[src/rtl/fdiv_pkg.sv]
// Shared encodings and default timing constants for the divider chain and its
// measurement helpers.
package fdiv_pkg;

    typedef enum logic {
        S_IDLE = 1'b0,
        S_RUN  = 1'b1
    } state_e;

    localparam int unsigned CLK_HZ       = 100_000_000;
    localparam int unsigned CNT_W_DEF    = 32;
    localparam int unsigned TIMEOUT_DEF  = 2 * CLK_HZ;
    localparam int unsigned LOCK_CNT_DEF = 3;

endpackage

[src/rtl/sync_edge_det.sv]
// Two-flop synchronizer plus delay flop; flags single-cycle rise/fall of an
// asynchronous input in the clk_in domain.
module sync_edge_det (
    input  logic clk_in,
    input  logic rst_n,
    input  logic sig_i,
    output logic rise_o,
    output logic fall_o
);

    logic s1_q, s2_q, s3_q;

    // NOTE: non-blocking assignments make the three flops shift as a chain;
    // blocking ones would collapse them into a single stage.
    always_ff @(posedge clk_in or negedge rst_n) begin
        if (!rst_n) begin
            s1_q <= 1'b0;
            s2_q <= 1'b0;
            s3_q <= 1'b0;
        end else begin
            s1_q <= sig_i;
            s2_q <= s1_q;
            s3_q <= s2_q;
        end
    end

    assign rise_o = s2_q & ~s3_q;
    assign fall_o = ~s2_q & s3_q;

endmodule

[src/rtl/clk_period_meter.sv]
// Measures period and high time of a slow asynchronous signal in clk_in cycles,
// with a lock indicator and a sticky no-activity timeout.
module clk_period_meter
    import fdiv_pkg::*;
#(
    parameter int unsigned CNT_W    = CNT_W_DEF,
    parameter int unsigned TIMEOUT  = TIMEOUT_DEF,
    parameter int unsigned LOCK_CNT = LOCK_CNT_DEF
) (
    input  logic             clk_in,
    input  logic             rst_n,
    input  logic             sig_in,
    output logic [CNT_W-1:0] period,
    output logic [CNT_W-1:0] high_time,
    output logic             meas_valid,
    output logic             locked,
    output logic             timeout
);

    localparam int unsigned MCNT_W = $clog2(LOCK_CNT + 1);
    localparam logic [MCNT_W-1:0] LOCK_MAX = MCNT_W'(LOCK_CNT);
    localparam logic [CNT_W-1:0]  TO_VAL   = CNT_W'(TIMEOUT);

    logic rise, fall;

    sync_edge_det u_sync (
        .clk_in (clk_in),
        .rst_n  (rst_n),
        .sig_i  (sig_in),
        .rise_o (rise),
        .fall_o (fall)
    );

    state_e             state_q;
    logic [CNT_W-1:0]   cnt_q;
    logic [CNT_W-1:0]   hi_cap_q;
    logic [CNT_W-1:0]   period_q;
    logic [CNT_W-1:0]   high_time_q;
    logic               meas_valid_q;
    logic               locked_q;
    logic               timeout_q;
    logic [MCNT_W-1:0]  mcnt_q;
    logic               prev_valid_q;
    logic [MCNT_W-1:0]  mcnt_d;

    // period_q doubles as the previous period, so matching compares the running
    // count against it before it is overwritten.
    // NOTE: every always_comb output gets a value on every path, otherwise a
    // latch is inferred.
    always_comb begin
        mcnt_d = '0;
        if (prev_valid_q && (cnt_q == period_q)) begin
            mcnt_d = (mcnt_q == LOCK_MAX) ? mcnt_q : mcnt_q + MCNT_W'(1);
        end
    end

    always_ff @(posedge clk_in or negedge rst_n) begin
        if (!rst_n) begin
            state_q      <= S_IDLE;
            cnt_q        <= '0;
            hi_cap_q     <= '0;
            period_q     <= '0;
            high_time_q  <= '0;
            meas_valid_q <= 1'b0;
            locked_q     <= 1'b0;
            timeout_q    <= 1'b0;
            mcnt_q       <= '0;
            prev_valid_q <= 1'b0;
        end else begin
            meas_valid_q <= 1'b0;
            case (state_q)
                S_IDLE: begin
                    cnt_q <= '0;
                    if (rise) begin
                        cnt_q   <= CNT_W'(1);
                        state_q <= S_RUN;
                    end
                end
                S_RUN: begin
                    if (rise) begin
                        period_q     <= cnt_q;
                        high_time_q  <= hi_cap_q;
                        meas_valid_q <= 1'b1;
                        timeout_q    <= 1'b0;
                        cnt_q        <= CNT_W'(1);
                        mcnt_q       <= mcnt_d;
                        locked_q     <= (mcnt_d == LOCK_MAX);
                        prev_valid_q <= 1'b1;
                    end else if (cnt_q == TO_VAL) begin
                        // Signal stalled: keep the last results, drop lock history.
                        timeout_q    <= 1'b1;
                        locked_q     <= 1'b0;
                        mcnt_q       <= '0;
                        prev_valid_q <= 1'b0;
                        cnt_q        <= '0;
                        state_q      <= S_IDLE;
                    end else begin
                        cnt_q <= cnt_q + CNT_W'(1);
                        if (fall) begin
                            hi_cap_q <= cnt_q;
                        end
                    end
                end
                default: state_q <= S_IDLE;
            endcase
        end
    end

    assign period     = period_q;
    assign high_time  = high_time_q;
    assign meas_valid = meas_valid_q;
    assign locked     = locked_q;
    assign timeout    = timeout_q;

endmodule

[config.mk]
export PLATFORM = sky130hd
export DESIGN_NAME = clk_period_meter
export DESIGN_NICKNAME = d
export VERILOG_FILES = /design/src/rtl/fdiv_pkg.sv /design/src/rtl/sync_edge_det.sv /design/src/rtl/clk_period_meter.sv
export SDC_FILE = /design/constraint.sdc
export NUM_CORES = 1
export LEC_CHECK = 0
export BUFFER_PORTS_ARGS = -buffer_cell sky130_fd_sc_hd__buf_2
export CAP_MARGIN = 20
export CORE_UTILIZATION = 46
export CTS_CLUSTER_DIAMETER = 120
export DETAILED_ROUTE_END_ITERATION = 6
export GPL_TIMING_DRIVEN = 1
export PLACE_DENSITY = 0.65
export SLEW_MARGIN = 20
export SYNTH_ARGS = -nofsm -noshare
export SYNTH_HDL_FRONTEND = slang
export SYNTH_SLANG_ARGS = --single-unit
[constraint.sdc]
create_clock -name clk_in -period 4 [get_ports clk_in]
set_input_delay 0.8 -clock clk_in [delete_from_list [all_inputs] [get_ports clk_in]]
set_output_delay 0.8 -clock clk_in [all_outputs]
set_load 0.005 [all_outputs]
==> out/metrics.cfg, run 1 <==
[pwr]
pwr-share-clk = 0.475
p_seq_frac = 0.441
peakVddDrop_mv = 0.229
p_per_area_nw_per_um2 = 485
p_leak_nw = 3.74
combPwrFrac = 0.084
power_mw = 3.50
power.switching_mw = 0.819
intPower_mw = 2.69
swShare = 0.234

[finish]
instances_no_fill = 839
multi_input_area_um2 = 2470
regArea_um2 = 3450
area_growth_pct = 17.2
layout_commonest_cell = nand2_1
antenna_cells = 0
final_nets = 659
final_area_um2 = 7220
utilization = 0.563
layout_common_cells = nand2_1 (193), dfrtp_1 (138), buf_2 (68)
drive_above_1_share = 0.223
fill_cells = 1117

[timing]
worst_pin_slew_ns = 0.831
rsz0062_at_grt = false
period_needed_ns = 2.46
report.final.slew_viol_count = 0
period_share = 0.615
fin_skew_ns = 0.00787
fin_tns_setup_ns = 0
hold_viol = 0
timing.slew.headroom = 0.446
fmax_mhz = 407
setup_violations = 0

[detailed_routing]
drcViolationCount = 0
via_per_inst = 5.06
wl_per_cell_um = 15.5
drt-total-wl_um = 13000
drt_iter0_drc = 204
firstDrtPassIters = 4
vias = 4247
detail-route-antenna-nets = 0

[critical_path]
cp_max_fo = 21
worstSetupPathType = reg2reg
end_kind = register
r2r_slack_ns = 1.54
worst_ep_arrival_time_ns = 2.75
startpoint_type = register
worstPathRequired_ns = 4.30

[grt]
grt_pass1_wl_um = 21700
grt_pass1_vias = 4126
antenna_found_initial = 0
grtUsageTotal = 0.203
grt_max_degree = 94
grt-ovfl-total = 0

[clock_tree]
htreeDepth = 4
hold_buffers = 0
root_buffer = clkbuf_16
ctsResizeCount = 0
cts_sinks = 138
clock_path_buffers = 2
clk_latency_ns = 0.42
cts_inserted_buffers = 17
clkSlewWorstSetupHoldPaths_ns = 0.06
cts_tree = yes
cts_setup_buffers = 0

[logic_synthesis]
synth.distinct_cells = 43
synth-async-reset-ratio = 1.00
synth_edf_count = 0
synth_fp_nets = 604
avgSynthCellArea_um2 = 10.3
seq_area_frac_synth = 0.561
synth_area_um2 = 6160
yosys_register_bits = 138
synth.area.top_cells = dfrtp_1 (56%), nand2_1 (12%), mux2_4 (7.3%)
yosysTopAreaCell = dfrtp_1
postSynthCellCount = 599
synth_top_area_share = 0.561
yosysWarnings = 0
synthFlopType = dfrtp_1

[job]
maxCapViolations = 0

[floorplanning]
die_w_um = 118
io_pins = 70
dieHeight_um = 118
start_util = 0.480
dieArea_um2 = 13900
rows = 41
core_um2 = 12800

[place]
dp_hpwl_um = 8430
gp_congestion = 0.877
dpl_cell_area_um2 = 6580
place_inst = 807
numPortBuffers = 69

[run_status]
status = finished, final reports clean

[min_path]
hold_path_class = reg2reg

[cell type report]
type	count	area share
clock inverters	12	0.0236
clock buffers	20	0.0647
inverters	11	0.00572
well taps	172	0.0298
repair buffers	76	0.0560
flip-flops and latches	138	0.478
multi-input cells	410	0.342
[stage by stage]
stage               setup WS [ns]  hold slack [ns]
floorplan                    1.97            0.331
global placement             1.60            0.368
detailed placement           1.54            0.367
CTS                          1.51            0.379
global route                 1.40            0.385
finish                       1.54            0.369
[critical path, stage by stage, from the launching register on]
cell	delay (ns)
dfrtp_1	0.47
nor4bb_1	0.46
nand4_1	0.25
o31ai_4	0.31
nand2b_1	0.41
buf_4	0.33
nor2_1	0.09
[flip-flops by register name, indices dropped and copies added (netlist names)]
register	cells
state_q	1
hi_cap_q	32
prev_valid_q	1
high_time	32
u_sync.s2_q	1
cnt_q	32
timeout	1
mcnt_q	2
u_sync.s1_q	1
period	32
u_sync.s3_q	1
locked	1
meas_valid	1
[power groups by stage]
stage	sequential [mW]	combinational, mW	clock (mW)
4_1_cts	1.55	0.301	1.70
6_report	1.55	0.294	1.66
2_1_floorplan	1.54	0.211	0
5_1_grt	1.56	0.332	1.75
3_5_place_dp	1.57	0.299	0
3_3_place_gp	1.57	0.298	0
[logic make-up after synthesis]
group           after synthesis  synth area share
xor+xnor                     56            0.0797
simple gates                299             0.217
buf+inv                      51            0.0384
flops                       138             0.561
compound gates               21            0.0236
fa+ha+maj                     2           0.00406
mux                          32            0.0768
[routing by layer]
metal	GRT usage	up-vias	share of wire
li1	-	2053	-
met1	0.273	2089	0.47
met2	0.307	87	0.47
met3	0.0552	18	0.040
met4	0.0897	0	0.020
met5	0	-	0
[cell usage after synthesis (8+ instances only)]
cell and instances:
nand3_1 12, nand4_1 17, clkbuf_1 18, inv_1 10, nand2_1 193, xnor2_1 38, mux2_4 30, nor2_1 36
buf_2 17, o21ai_0 10, xor2_1 18, dfrtp_1 138, nor3_1 8
[final timing paths]
kind                        startpoint             to  depth (start not counted)
min reg2reg                u_sync.s1_q    u_sync.s2_q                          0
max reg2reg                  cnt_q[19]      cnt_q[26]                          6
max in group asynchronous        rst_n      period[3]                          2
min in group asynchronous        rst_n  high_time[11]                          1
max                          cnt_q[19]      cnt_q[26]                          6
min                        u_sync.s1_q    u_sync.s2_q                          0
(Power assumes the default switching activity.)
==> inputs of run 2 (changes only) <==
--- a/config.mk
+++ b/config.mk
@@ -5,6 +5,7 @@
 export SDC_FILE = /design/constraint.sdc
 export NUM_CORES = 1
 export LEC_CHECK = 0
+export ABC_AREA = 1
 export BUFFER_PORTS_ARGS = -buffer_cell sky130_fd_sc_hd__buf_2
 export CAP_MARGIN = 20
 export CORE_UTILIZATION = 46
==> constraint.sdc (replaced) <==
create_clock -name clk_in -period 2.4 [get_ports clk_in]
set_input_delay 0.48 -clock clk_in [delete_from_list [all_inputs] [get_ports clk_in]]
set_output_delay 0.48 -clock clk_in [all_outputs]
set_load 0.005 [all_outputs]
==> out/metrics.cfg, run 2 <==
[logic_synthesis]
yosysWarnings = 0  ; unchanged
yosysTopAreaCell = dfrtp_1
synth.distinct_cells = 31  ; -28%
synth_fp_nets = 822  ; +36%
synth-async-reset-ratio = 1.00  ; unchanged
synth.most_common_cell = nand2_1
synth_edf_count = 0  ; unchanged
postSynthCellCount = 817  ; +36%
seq_area_frac_synth = 0.536  ; -0.0246
synth.area.top_cells = dfrtp_1 (54%), nand2_1 (17%), nor2_1 (5.1%)
synth_area_um2 = 6440  ; +4.6%
synthTopCellsByCount = nand2_1 (299), dfrtp_1 (138), nor2_1 (87)
synthFlopType = dfrtp_1
yosys_register_bits = 138  ; unchanged
avgSynthCellArea_um2 = 7.88  ; -23%
synth_top_area_share = 0.536  ; -0.0246

[critical_path]
worstSetupPathType = reg2reg
timing.rr.start = cnt_q[8]
end_kind = register
startpoint_type = register
worstPathCellList = inv_2 > nand2_1 > nor3_1 > nand3_1 > nor2_1 > nand2_2 > nand3_4 > buf_12 > nand2_1 > o21ai_1
max_stage_delay_ns = 0.45  ; -0.02 ns
worstPathRequired_ns = 2.75  ; -1.55 ns
cp_max_fo = 38  ; +81%
cp-startpoint = cnt_q[8]
worst_ep_arrival_time_ns = 2.44  ; -0.31 ns
critPathTopFamily = simple AND/OR/NAND/NOR gates
crit_buf_inv = 2  ; +1
cp_slowest_cell = dfrtp_1
crit_top_cell = nand2_1

[grt]
grt_pass1_vias = 4945  ; +20%
grtUsageTotal = 0.225  ; +0.0218
antenna_found_initial = 0  ; unchanged
grt_max_degree = 56  ; -40%
grt-ovfl-total = 0  ; unchanged
grt_pass1_wl_um = 25000  ; +15%

[detailed_routing]
drcViolationCount = 0  ; unchanged
drt_iter0_drc = 469  ; +130%
via_per_inst = 5.01  ; -1.0%
drt-total-wl_um = 15000  ; +15%
vias = 5366  ; +26%
wl_per_cell_um = 14.0  ; -9.9%
detail-route-antenna-nets = 0  ; unchanged
firstDrtPassIters = 5  ; +1

[timing]
period_needed_ns = 2.09  ; -0.368 ns
setup_violations = 0  ; unchanged
hold_viol = 0  ; unchanged
fin_tns_setup_ns = 0  ; unchanged
report.final.slew_viol_count = 0  ; unchanged
fin_ws_ns = 0.308  ; -1.23 ns
timing.hold.ws_ns = 0.0204  ; -0.349 ns
rsz0062_at_grt = false
worst_pin_slew_ns = 0.614  ; -0.217 ns
period_share = 0.872  ; +0.257
fin_skew_ns = 0.00936  ; +0.00149 ns
fmax_mhz = 478  ; +18%
timing.slew.headroom = 0.587  ; +0.141

[clock_tree]
cts_sinks = 138  ; unchanged
cts_setup_buffers = 0  ; unchanged
clk_latency_ns = 0.42  ; about the same
root_buffer = clkbuf_16
clkSlewWorstSetupHoldPaths_ns = 0.06  ; about the same
htreeDepth = 4  ; unchanged
hold_buffers = 0  ; unchanged
clock_path_buffers = 2  ; unchanged
cts_tree = yes
ctsResizeCount = 0  ; unchanged
cts_inserted_buffers = 17  ; unchanged

[pwr]
power_mw = 5.66  ; +62%
p_per_area_nw_per_um2 = 751  ; +55%
p_leak_nw = 3.73  ; -0.45%
peakVddDrop_mv = 0.449  ; +96%

[finish]
layout_commonest_cell = nand2_1
fill_cells = 1301  ; +16%
final_nets = 887  ; +35%
layout_common_cells = nand2_1 (299), dfrtp_1 (138), nor2_1 (87)
utilization = 0.560  ; -0.00247
drive_above_1_share = 0.136  ; -0.0871
antenna_cells = 0  ; unchanged
area_growth_pct = 17.1

[floorplanning]
core_um2 = 13500  ; +4.9%
rows = 42  ; +2.4%
die_w_um = 120  ; +2.2%
io_pins = 70  ; unchanged
start_util = 0.479  ; -0.00140
dieHeight_um = 120  ; +2.2%
dieArea_um2 = 14500  ; +4.5%

[job]
maxCapViolations = 0  ; unchanged

[run_status]
status = finished, final reports clean

[place]
post-place-ws_ns = 0.336  ; -1.21 ns
numPortBuffers = 69  ; unchanged
dp_hpwl_um = 10700  ; +27%
gp_congestion = 0.969  ; +10%

[min_path]
hold_path_class = in2async

==> run 2: area by class of cell <==
type	count	area, um^2	area share
clock buffers	19	443	0.0588
clock inverters	13	151	0.0201
inverters	80	300	0.0398
multi-input cells	568	2520	0.334
flip-flops and latches	138	3450	0.458
well taps	176	220	0.0292
repair buffers	77	449	0.0596
==> run 2: worst register-to-register path, stage by stage, from the launching register on <==
cell and delay [ns]:
dfrtp_1 0.45, inv_2 0.15, nand2_1 0.06, nor3_1 0.25
nand3_1 0.12, nor2_1 0.17, nand2_2 0.14, nand3_4 0.27
buf_12 0.24, nand2_1 0.10, o21ai_1 0.08
==> run 2: cell families after synthesis <==
logic type | synth area share
buffers and inverters | 0.0731
AOI/OAI and AO/OA | 0.0600
xor gates and xnor gates | 0.0218
and+or+nand+nor | 0.305
adders and majority gates | 0.00389
DFF | 0.536
==> run 2: where the power goes <==
| group | switching, mW | internal, mW | total, mW |
|---|---|---|---|
| clock network | 0.982 | 1.65 | 2.63 |
| logic | 0.317 | 0.171 | 0.488 |
| registers | 0.103 | 2.44 | 2.55 |
==> run 2: per-stage QoR <==
| stage | instances | area (um^2) |
|---|---|---|
| floorplan | 817 | 6440 |
| global placement | 1039 | 6940 |
| detailed placement | 1039 | 6940 |
| CTS | 1071 | 7540 |
| global route | 1071 | 7540 |
| finish | 1071 | 7540 |
==> run 2: final timing paths <==
kind	endpoint	slack, ns	cells past startpoint
min reg2reg	u_sync.s2_q	0.36	0
min	hi_cap_q[16]	0.02	1
min in group clk_in	u_sync.s1_q	0.16	1
max in group asynchronous	cnt_q[22]	1.77	2
max reg2reg	hi_cap_q[17]	0.31	10
max	hi_cap_q[17]	0.31	10
==> run 2: routing by layer <==
metal,routed length [um],part of all wire,vias to the layer above,global-route usage
met3,672,0.045,23,0.0481
met2,6880,0.46,112,0.343
met4,289,0.019,0,0.0903
met1,7140,0.48,2533,0.312
li1,-,-,2698,-
met5,0,0,-,0
